--- config.mk ---
export PLATFORM = sky130hd
export DESIGN_NAME = rst_sequencer
export DESIGN_NICKNAME = d
export VERILOG_FILES = /design/src/rtl/rst_seq_pkg.sv /design/src/rtl/rst_sync.sv /design/src/rtl/rst_sequencer.sv
export SDC_FILE = /design/constraint.sdc
export NUM_CORES = 1
export LEC_CHECK = 0
export ABC_AREA = 1
export CELL_PAD_IN_SITES_DETAIL_PLACEMENT = 2
export CELL_PAD_IN_SITES_GLOBAL_PLACEMENT = 2
export CORE_MARGIN = 2
export CORE_UTILIZATION = 38
export CTS_BUF_LIST = sky130_fd_sc_hd__clkbuf_8
export CTS_CLUSTER_DIAMETER = 120
export DETAILED_ROUTE_END_ITERATION = 16
export DONT_BUFFER_PORTS = 1
export PLACE_DENSITY_LB_ADDON = 0.1
export RECOVER_POWER = 25
export SLEW_MARGIN = 20
export SYNTH_ARGS = -nofsm -noshare
export SYNTH_HDL_FRONTEND = slang
export SYNTH_SLANG_ARGS = --single-unit
export TNS_END_PERCENT = 20
--- constraint.sdc ---
create_clock -name clk -period 2.05 [get_ports clk]
set_clock_uncertainty 0.15 [all_clocks]
set_input_delay 0.3075 -clock clk [delete_from_list [all_inputs] [get_ports clk]]
set_output_delay 0.3075 -clock clk [all_outputs]
set_load 0.01 [all_outputs]
--- src/rtl/rst_seq_pkg.sv ---
// Shared types and width helpers for the reset sequencer and its sub-blocks.
package rst_seq_pkg;

    // Sequencer phases: stretch, wait for a released channel, gap, done.
    typedef enum logic [1:0] {
        ST_HOLD    = 2'd0,
        ST_WAIT    = 2'd1,
        ST_STAGGER = 2'd2,
        ST_RUN     = 2'd3
    } state_t;

    // Number of bits needed to represent 'value', never less than one.
    function automatic int bits_for(input int value);
        int w;
        w = $clog2(value + 1);
        return (w < 1) ? 1 : w;
    endfunction

    function automatic int max3(input int a, input int b, input int c);
        int m;
        m = (a > b) ? a : b;
        return (m > c) ? m : c;
    endfunction

    // One shared counter serves hold, stagger and timeout, so size it for the largest.
    function automatic int cnt_width(input int hold, input int stagger, input int timeout);
        return bits_for(max3(hold, stagger, timeout));
    endfunction

    function automatic int idx_width(input int num_ch);
        return bits_for(num_ch - 1);
    endfunction

endpackage

--- src/rtl/rst_sync.sv ---
// Two-flop reset synchroniser: asserts asynchronously, releases on the clock
// two edges after the raw reset goes high.
module rst_sync (
    input  logic i_clk,
    input  logic i_arst_n,
    output logic o_rst_n
);

    logic r_meta;
    logic r_sync;

    // Shift a constant 1 through two flops; the async clear gives immediate assertion.
    always_ff @(posedge i_clk or negedge i_arst_n) begin
        if (!i_arst_n) begin
            r_meta <= 1'b0;
            r_sync <= 1'b0;
        end else begin
            r_meta <= 1'b1;
            r_sync <= r_meta;
        end
    end

    assign o_rst_n = r_sync;

endmodule

--- src/rtl/rst_sequencer.sv ---
// Reset sequencer: stretches the board / software reset, then releases the
// downstream reset domains one at a time, waiting for each to report ready
// (or time out) and leaving a fixed gap before releasing the next.
module rst_sequencer
    import rst_seq_pkg::*;
#(
    parameter int NUM_CH         = 4,
    parameter int HOLD_CYCLES    = 16,
    parameter int STAGGER_CYCLES = 8,
    parameter int TIMEOUT_CYCLES = 1024
) (
    input  logic              clk,
    input  logic              nreset,
    input  logic              soft_rst_req,
    input  logic [NUM_CH-1:0] ch_ready,
    output logic [NUM_CH-1:0] ch_rst_n,
    output logic              busy,
    output logic              ready,
    output logic              done,
    output logic [NUM_CH-1:0] err
);

    localparam int CNT_W = cnt_width(HOLD_CYCLES, STAGGER_CYCLES, TIMEOUT_CYCLES);
    localparam int IDX_W = idx_width(NUM_CH);

    localparam logic [CNT_W-1:0]  HOLD_LAST    = CNT_W'(HOLD_CYCLES - 1);
    localparam logic [CNT_W-1:0]  STAGGER_LAST = CNT_W'(STAGGER_CYCLES - 1);
    localparam logic [CNT_W-1:0]  TIMEOUT_LAST = CNT_W'(TIMEOUT_CYCLES - 1);
    localparam logic [IDX_W-1:0]  IDX_LAST     = IDX_W'(NUM_CH - 1);
    localparam logic [NUM_CH-1:0] CH_ONE       = NUM_CH'(1);

    state_t            r_state;
    state_t            w_state_nxt;
    logic [CNT_W-1:0]  r_cnt;
    logic [CNT_W-1:0]  w_cnt_nxt;
    logic [IDX_W-1:0]  r_idx;
    logic [IDX_W-1:0]  w_idx_nxt;
    logic [NUM_CH-1:0] r_ch_rst_n;
    logic [NUM_CH-1:0] w_ch_rst_n_nxt;
    logic [NUM_CH-1:0] r_err;
    logic [NUM_CH-1:0] w_err_nxt;
    logic              r_busy;
    logic              w_busy_nxt;
    logic              r_ready;
    logic              w_ready_nxt;
    logic              r_done;
    logic              w_done_nxt;

    logic              w_rst_sync;
    logic [NUM_CH-1:0] w_cur_mask;
    logic              w_cur_ready;

    rst_sync u_nreset_sync (
        .i_clk    (clk),
        .i_arst_n (nreset),
        .o_rst_n  (w_rst_sync)
    );

    // One-hot select of the channel currently being waited on; masking instead
    // of indexing keeps unreleased channels' ready inputs out of the decision.
    assign w_cur_mask  = CH_ONE << r_idx;
    assign w_cur_ready = |(ch_ready & w_cur_mask);

    // State, counter, index and every output are registered here.
    always_ff @(posedge clk or negedge nreset) begin
        if (!nreset) begin
            r_state    <= ST_HOLD;
            r_cnt      <= '0;
            r_idx      <= '0;
            r_ch_rst_n <= '0;
            r_err      <= '0;
            r_busy     <= 1'b1;
            r_ready    <= 1'b0;
            r_done     <= 1'b0;
        end else begin
            r_state    <= w_state_nxt;
            r_cnt      <= w_cnt_nxt;
            r_idx      <= w_idx_nxt;
            r_ch_rst_n <= w_ch_rst_n_nxt;
            r_err      <= w_err_nxt;
            r_busy     <= w_busy_nxt;
            r_ready    <= w_ready_nxt;
            r_done     <= w_done_nxt;
        end
    end

    // Next-state logic; a software request pre-empts every state and parks in HOLD.
    always_comb begin
        w_state_nxt    = r_state;
        w_cnt_nxt      = r_cnt;
        w_idx_nxt      = r_idx;
        w_ch_rst_n_nxt = r_ch_rst_n;
        w_err_nxt      = r_err;
        w_busy_nxt     = r_busy;
        w_ready_nxt    = r_ready;
        w_done_nxt     = 1'b0;

        if (soft_rst_req) begin
            w_state_nxt    = ST_HOLD;
            w_cnt_nxt      = '0;
            w_idx_nxt      = '0;
            w_ch_rst_n_nxt = '0;
            w_err_nxt      = '0;
            w_busy_nxt     = 1'b1;
            w_ready_nxt    = 1'b0;
        end else begin
            case (r_state)
                ST_HOLD: begin
                    // Stretch only starts once the synchronised board reset has lifted.
                    if (w_rst_sync) begin
                        if (r_cnt == HOLD_LAST) begin
                            w_ch_rst_n_nxt = r_ch_rst_n | CH_ONE;
                            w_cnt_nxt      = '0;
                            w_idx_nxt      = '0;
                            w_state_nxt    = ST_WAIT;
                        end else begin
                            w_cnt_nxt = r_cnt + 1'b1;
                        end
                    end
                end
                ST_WAIT: begin
                    // A timeout is handled exactly like readiness, plus a sticky flag;
                    // the channel is left released.
                    if (w_cur_ready || (r_cnt == TIMEOUT_LAST)) begin
                        if (!w_cur_ready) begin
                            w_err_nxt = r_err | w_cur_mask;
                        end
                        w_cnt_nxt = '0;
                        if (r_idx == IDX_LAST) begin
                            w_state_nxt = ST_RUN;
                            w_busy_nxt  = 1'b0;
                            w_ready_nxt = 1'b1;
                            w_done_nxt  = 1'b1;
                        end else begin
                            w_state_nxt = ST_STAGGER;
                        end
                    end else begin
                        w_cnt_nxt = r_cnt + 1'b1;
                    end
                end
                ST_STAGGER: begin
                    if (r_cnt == STAGGER_LAST) begin
                        w_ch_rst_n_nxt = r_ch_rst_n | (w_cur_mask << 1);
                        w_idx_nxt      = r_idx + 1'b1;
                        w_cnt_nxt      = '0;
                        w_state_nxt    = ST_WAIT;
                    end else begin
                        w_cnt_nxt = r_cnt + 1'b1;
                    end
                end
                default: begin
                    // RUN: hold everything; late changes on ch_ready are ignored.
                    w_state_nxt = ST_RUN;
                end
            endcase
        end
    end

    assign ch_rst_n = r_ch_rst_n;
    assign err      = r_err;
    assign busy     = r_busy;
    assign ready    = r_ready;
    assign done     = r_done;

endmodule

After elaboration in Yosys (flattened, before gate mapping)
Cells that the tools add are included.
{ "word_totals": {"regBits": 28, "latch_bits": 0, "ramBits": 0, "romBits": 0, "input_bits": 7, "output_inout_bits": 11, "mem_count": 0} }
{ "op_classes": {"n_addsub": 2, "mul": 0, "div_mod_pow": 0, "magnitude_cmp": 0, "eq_ne": 12, "shift": 1, "muxes": 39, "n_bitwise": 3, "n_reduce_logical": 16} }
{ "op_table": {"columns": ["operator", "n"], "rows": [
  ["11-bit 2-to-1 mux", 5],
  ["11-bit case mux with 3 select lines", 1],
  ["4-bit 2-to-1 mux", 6],
  ["2-bit 2-to-1 mux", 9],
  ["1-bit 2-to-1 mux", 15],
  ["11-bit by 1-bit adder with 11-bit output (second input constant)", 1],
  ["11-bit by 10-bit == test with 1-bit output (second input constant)", 1],
  ["11-bit by 3-bit == test with 1-bit output (second input constant)", 1],
  ["11-bit by 4-bit == test with 1-bit output (second input constant)", 1],
  ["2-bit nonzero test", 5],
  ["3-bit != test (second input constant)", 3],
  ["3-bit AND reduction", 3],
  ["4-bit OR", 2],
  ["4-bit case mux with 2 select lines", 1],
  ["4-bit AND reduction", 2],
  ["2-bit case mux with 3 select lines", 1],
  ["4-bit bitwise AND", 1],
  ["2-bit == test (second input constant)", 2],
  ["2-bit != test (second input constant)", 2],
  ["2-bit case mux with 2 select lines", 1],
  ["4-bit nonzero test", 1],
  ["4-bit OR reduction", 1],
  ["1-bit by 2-bit << shifter with 4-bit output (first input constant)", 1],
  ["3-bit by 2-bit != test with 1-bit output (second input constant)", 1],
  ["other kinds (6)", 6]
]} }

Longest topological paths before layout
Gate-level depths: netlist of the first run.
{ "depth": {"word_depth": 7, "ltp_mapped": 12, "ltp_nobuf": 11} }

By module
Synthesis of the first run repeated with hierarchy kept, for this count alone.
{ "hier_totals": {"hier_cells": 216, "hier_area_um2": 1649.1} }
{ "by_module_without_submodules": {"columns": ["mod", "instances", "cells_each", "area_per_inst_um2", "seq_area_each_um2"], "rows": [
  ["rst_sequencer", 1, 213, 1595.3, 651.9],
  ["rst_sync", 1, 3, 53.8, 50.0]
]} }

Least setup slack after synthesis of the first run
OpenSTA, ideal clock, no wires.
{ "synth_path": {"path_kind": "register -> register", "from": "register r_state[0]", "to": "register r_cnt[7]", "setup_ps": 118, "arrival_ps": 1342, "t_required_ps": 1782, "path_slack_ps": 440, "stages_incl_launch_ff": 12, "cell_sequence": "dfrtp_1 > inv_1 > ha_1 > inv_1 > nor2_1 > nand2_1 > nand2_1 > nor2_1 > nand2_1 > inv_2 > nand3b_1 > nand2_1"} }
{ "synth_between": {"elab_chain_cells": 3, "elab_cells_between_ends": 8, "cone_classes": "eq/ne (3); mux (2); reduce/logical (3)"} }
{ "synth_lines": {"columns": ["element", "line_no", "text"], "rows": [
  ["from (decl)", "rst_sequencer.sv:32", "state_t r_state;"],
  ["from (signal assigned)", "rst_sequencer.sv:76", "r_state <= w_state_nxt;"],
  ["2-bit == test, or another cell as far along", "rst_sequencer.sv:107", "case (r_state)"],
  ["11-bit case mux with 3 select lines, or another cell as far along", "rst_sequencer.sv:107", null],
  ["11-bit 2-to-1 mux or 2-bit AND reduction (tied branches)", null, null],
  ["to (signal assigned)", "rst_sequencer.sv:77", "r_cnt <= w_cnt_nxt;"],
  ["to (decl)", "rst_sequencer.sv:34", "logic [CNT_W-1:0] r_cnt;"]
]} }
Parallel ways exist; a longest one is shown, timed or not.
A chain may end at the register's enable or synchronous reset.

Worst setup path in the final report of the first run
{ "layout_path": {"from": "register r_state[0]", "to": "register r_cnt[10]"} }
Same word-level chain as after synthesis.

==> results of run 1 <==
[per-layer routing]
| metal | part of all wire, % | wire (um) | track usage, % |
|---|---|---|---|
| met5 | 0 | 0 | 0 |
| met1 | 43 | 2220 | 26.8 |
| met4 | 2.1 | 107 | 5.13 |
| met2 | 53 | 2760 | 42.9 |
| met3 | 2.4 | 124 | 2.31 |
[power by group]
group          switching, mW  internal (mW)  total [mW]
combinational          0.477          0.229       0.706
clock                  0.190          0.262       0.452
sequential            0.0667          0.607       0.674
[layout by cell type (no fill, tap or decap), types with 3 or more instances in the layout]
master	Yosys	final
nand2_2	1	3
clkbuf_8	0	3
nand4_1	8	8
a21oi_1	8	8
inv_2	3	3
inv_1	23	22
dfrtp_1	27	26
nor2_1	23	19
nor2_2	2	5
nand2_1	75	73
xor2_1	4	4
ha_1	9	8
buf_4	0	5
nand3_1	21	21
[repair_timing]
| action | CTS | global route |
|---|---|---|
| gates cloned | 0 | 1 |
| endpoints found under the hold margin | 37 | 0 |
| buffers inserted | 0 | 4 |
| hold buffers | 3 | 0 |
| endpoints found under the setup margin | 10 | 17 |
| gates resized for setup | 3 | 9 |
| pin swaps | 0 | 1 |
[cell families (layout without fill, tap and decap cells)]
family | after synthesis | after routing | share of synthesized area, %
AO/OA/AOI/OAI | 11 | 11 | 4.02
XOR/XNOR | 4 | 4 | 2.12
adder cells (fa/ha/maj) | 9 | 9 | 6.82
buffers and inverters | 29 | 39 | 7.13
flip-flops | 28 | 28 | 42.5
other | 1 | 1 | 0.227
AND/OR/NAND/NOR | 137 | 137 | 37.1
[registers in the layout, summed over array words and instances (netlist names)]
name                   flops
ch_rst_n                   4
err                        4
done                       1
r_state                    2
r_cnt                     11
busy                       1
ready                      1
r_idx                      2
u_nreset_sync.o_rst_n      1
u_nreset_sync.r_meta       1
[final cells by class]
cell class	count	area [um2]	area share [%]
multi-input combinational	162	861	46.1
sequential	28	703	37.6
inverter	26	100	5.36
timing repair buffer	8	62.6	3.35
tap	50	62.6	3.35
clock buffer	3	41.3	2.21
clock inverter	1	30.0	1.61
timing repair inverter	1	7.51	0.402
[worst max-delay path, delay by kind of cell, from the launching register on]
kind	cells	cell delay [ps]
adder cells (fa/ha/maj)	1	310
buffers and inverters	3	410
flip-flops	1	440
AND/OR/NAND/NOR	6	560
[through the flow]
step | cells | setup TNS (ps)
6_report | 279 | 0
3_3_place_gp | 267 | 0
3_5_place_dp | 267 | 0
5_1_grt | 279 | -275
2_1_floorplan | 219 | 0
4_1_cts | 274 | 0
[how the worst min path moves through the flow]
stage	startpoint	end	slack (ps)	cells past startpoint
floorplan	nreset	ch_rst_n[0]$_DFFE_PN0P_	-140	0
global placement	nreset	ch_rst_n[3]$_DFFE_PN0P_	-140	0
detailed placement	nreset	ch_rst_n[3]$_DFFE_PN0P_	-140	0
CTS	soft_rst_req	r_state[1]$_DFFE_PN0P_	60	3
global route	soft_rst_req	ch_rst_n[0]$_DFFE_PN0P_	60	3
finish	soft_rst_req	r_state[1]$_DFFE_PN0P_	60	3
==> flow_summary.yaml, run 1 <==
worst_setup_path:
  r2r-start: "r_state[0]$_DFFE_PN0P_"
  slowest_delay_ps: 440
  crit_fanout: 4
  critPathCapture: "r_cnt[10]$_DFFE_PN0P_"
  rr_endpoint: "r_cnt[10]$_DFFE_PN0P_"
  cp-start-kind: "register"
  crit_type: "reg2reg"
  r2r_cells: 10
  reg2reg_slack_ps: 80
  required_ps: 2080
  path_cells: "inv_1 > ha_2 > inv_1 > nand3_1 > nand2_2 > nor2_2 > nand2_2 > clkinvlp_4 > nand3_1 > nand2_1"
  cp-end-kind: "register"
  critPathSlowestCell: "dfrtp_1"
  cp.arrival_ps: 2010
  critPathLaunch: "r_state[0]$_DFFE_PN0P_"
synthesis:
  yosysTopAreaCell: "dfrtp_1"
  synth_seq_area_share_pct: 42.5
  synth_seq_cells: 28
  ys_top_cells_by_count: "75 x nand2_1, 27 x dfrtp_1, 23 x inv_1, 23 x nor2_1, 21 x nand3_1"
  yosys-top-cells-area: "dfrtp_1 41%, nand2_1 17%, ha_1 6.8%"
  syn_inst: 219
  synth_most_common_cell: "nand2_1"
  avgSynthCellArea_um2: 7.54
  ys_warn_count: 0
  syn_area_um2: 1650
  synth_edf_count: 0
  syn_nets: 235
  ys_types: 25
  synth_ff_type: "dfrtp_1"
  synthArstFlopShare_pct: 100
  synth_top_area_share_pct: 40.9
layout:
  syn_to_final_growth_pct: 13.2
  fillers: 484
  drive_gt1_share_pct: 14.4
  nNetsFinal: 246
  finalInstanceArea_um2: 1870
  final_util_pct: 45.7
  antenna_cells: 0
placed_design:
  dp_slack_ps: 57.0
  port_buffers: 0
  dpl_cell_area_um2: 1700
  gp_congestion: 0.812
  hpwl_um: 3640
drt:
  drc: 0
  post_drt_wl_per_cell_um: 18.7
  ant_nets: 0
  vias: 1496
  vias_per_cell: 5.36
  drtPass1Iterations: 4
  drt_iter0_drc: 53
  postRouteWirelength_um: 5210
sta:
  setup_viol: 0
  setup_ws_ps: 76.9
  hold_violations: 0
  maxSlewViolCount: 0
  worstMarginPinSlew_ps: 747
  rsz0062_at_grt: "true"
  fin_crit_sh_pct: 96.2
  whs_ps: 63.4
  fmax_ghz: 0.507
  post-route-min-period_ps: 1970
  relSlewSlack_pct: 50.2
flow_run:
  drv_cap: 0
die:
  die_height_um: 69.9
  core_area_um2: 4090
  die_w_um: 69.9
  pin_count: 18
  fp.dieArea_um2: 4890
  initial_utilization_pct: 40.4
  rows: 23
clocking:
  clock_path_buffers: 2
  path_clk_slew_ps: 100
  cts_sinks: 28
  cts-root-buf: "clkbuf_8"
  numCtsBuffers: 3
  cts_tree: "built"
  cts_max_level: 1
  clock_latency_ps: 280
power_and_ir_drop:
  peakVddDrop_v: 0.000311
  power_density_nw_per_um2: 981
  p_leak_nw: 0.947
  total_power_mw: 1.83
min_path:
  min_path_type: "in2reg"
global_routing:
  track_usage_pct: 22.4
  antenna_found_initial: 0
  grt_pass1_vias: 1707
  grt_pass1_wl_um: 8730
  grt_overflow_total: 0
  grt_max_degree: 29
status:
  outcome: "finished clean"
(Power assumes the default switching activity.)
==> run 2: changes to the inputs <==
Settings changed: CTS_CLUSTER_SIZE set to 14.
==> results of run 2 <==
Same layout as run 1: the final DEF is identical, and so are final timing and power.
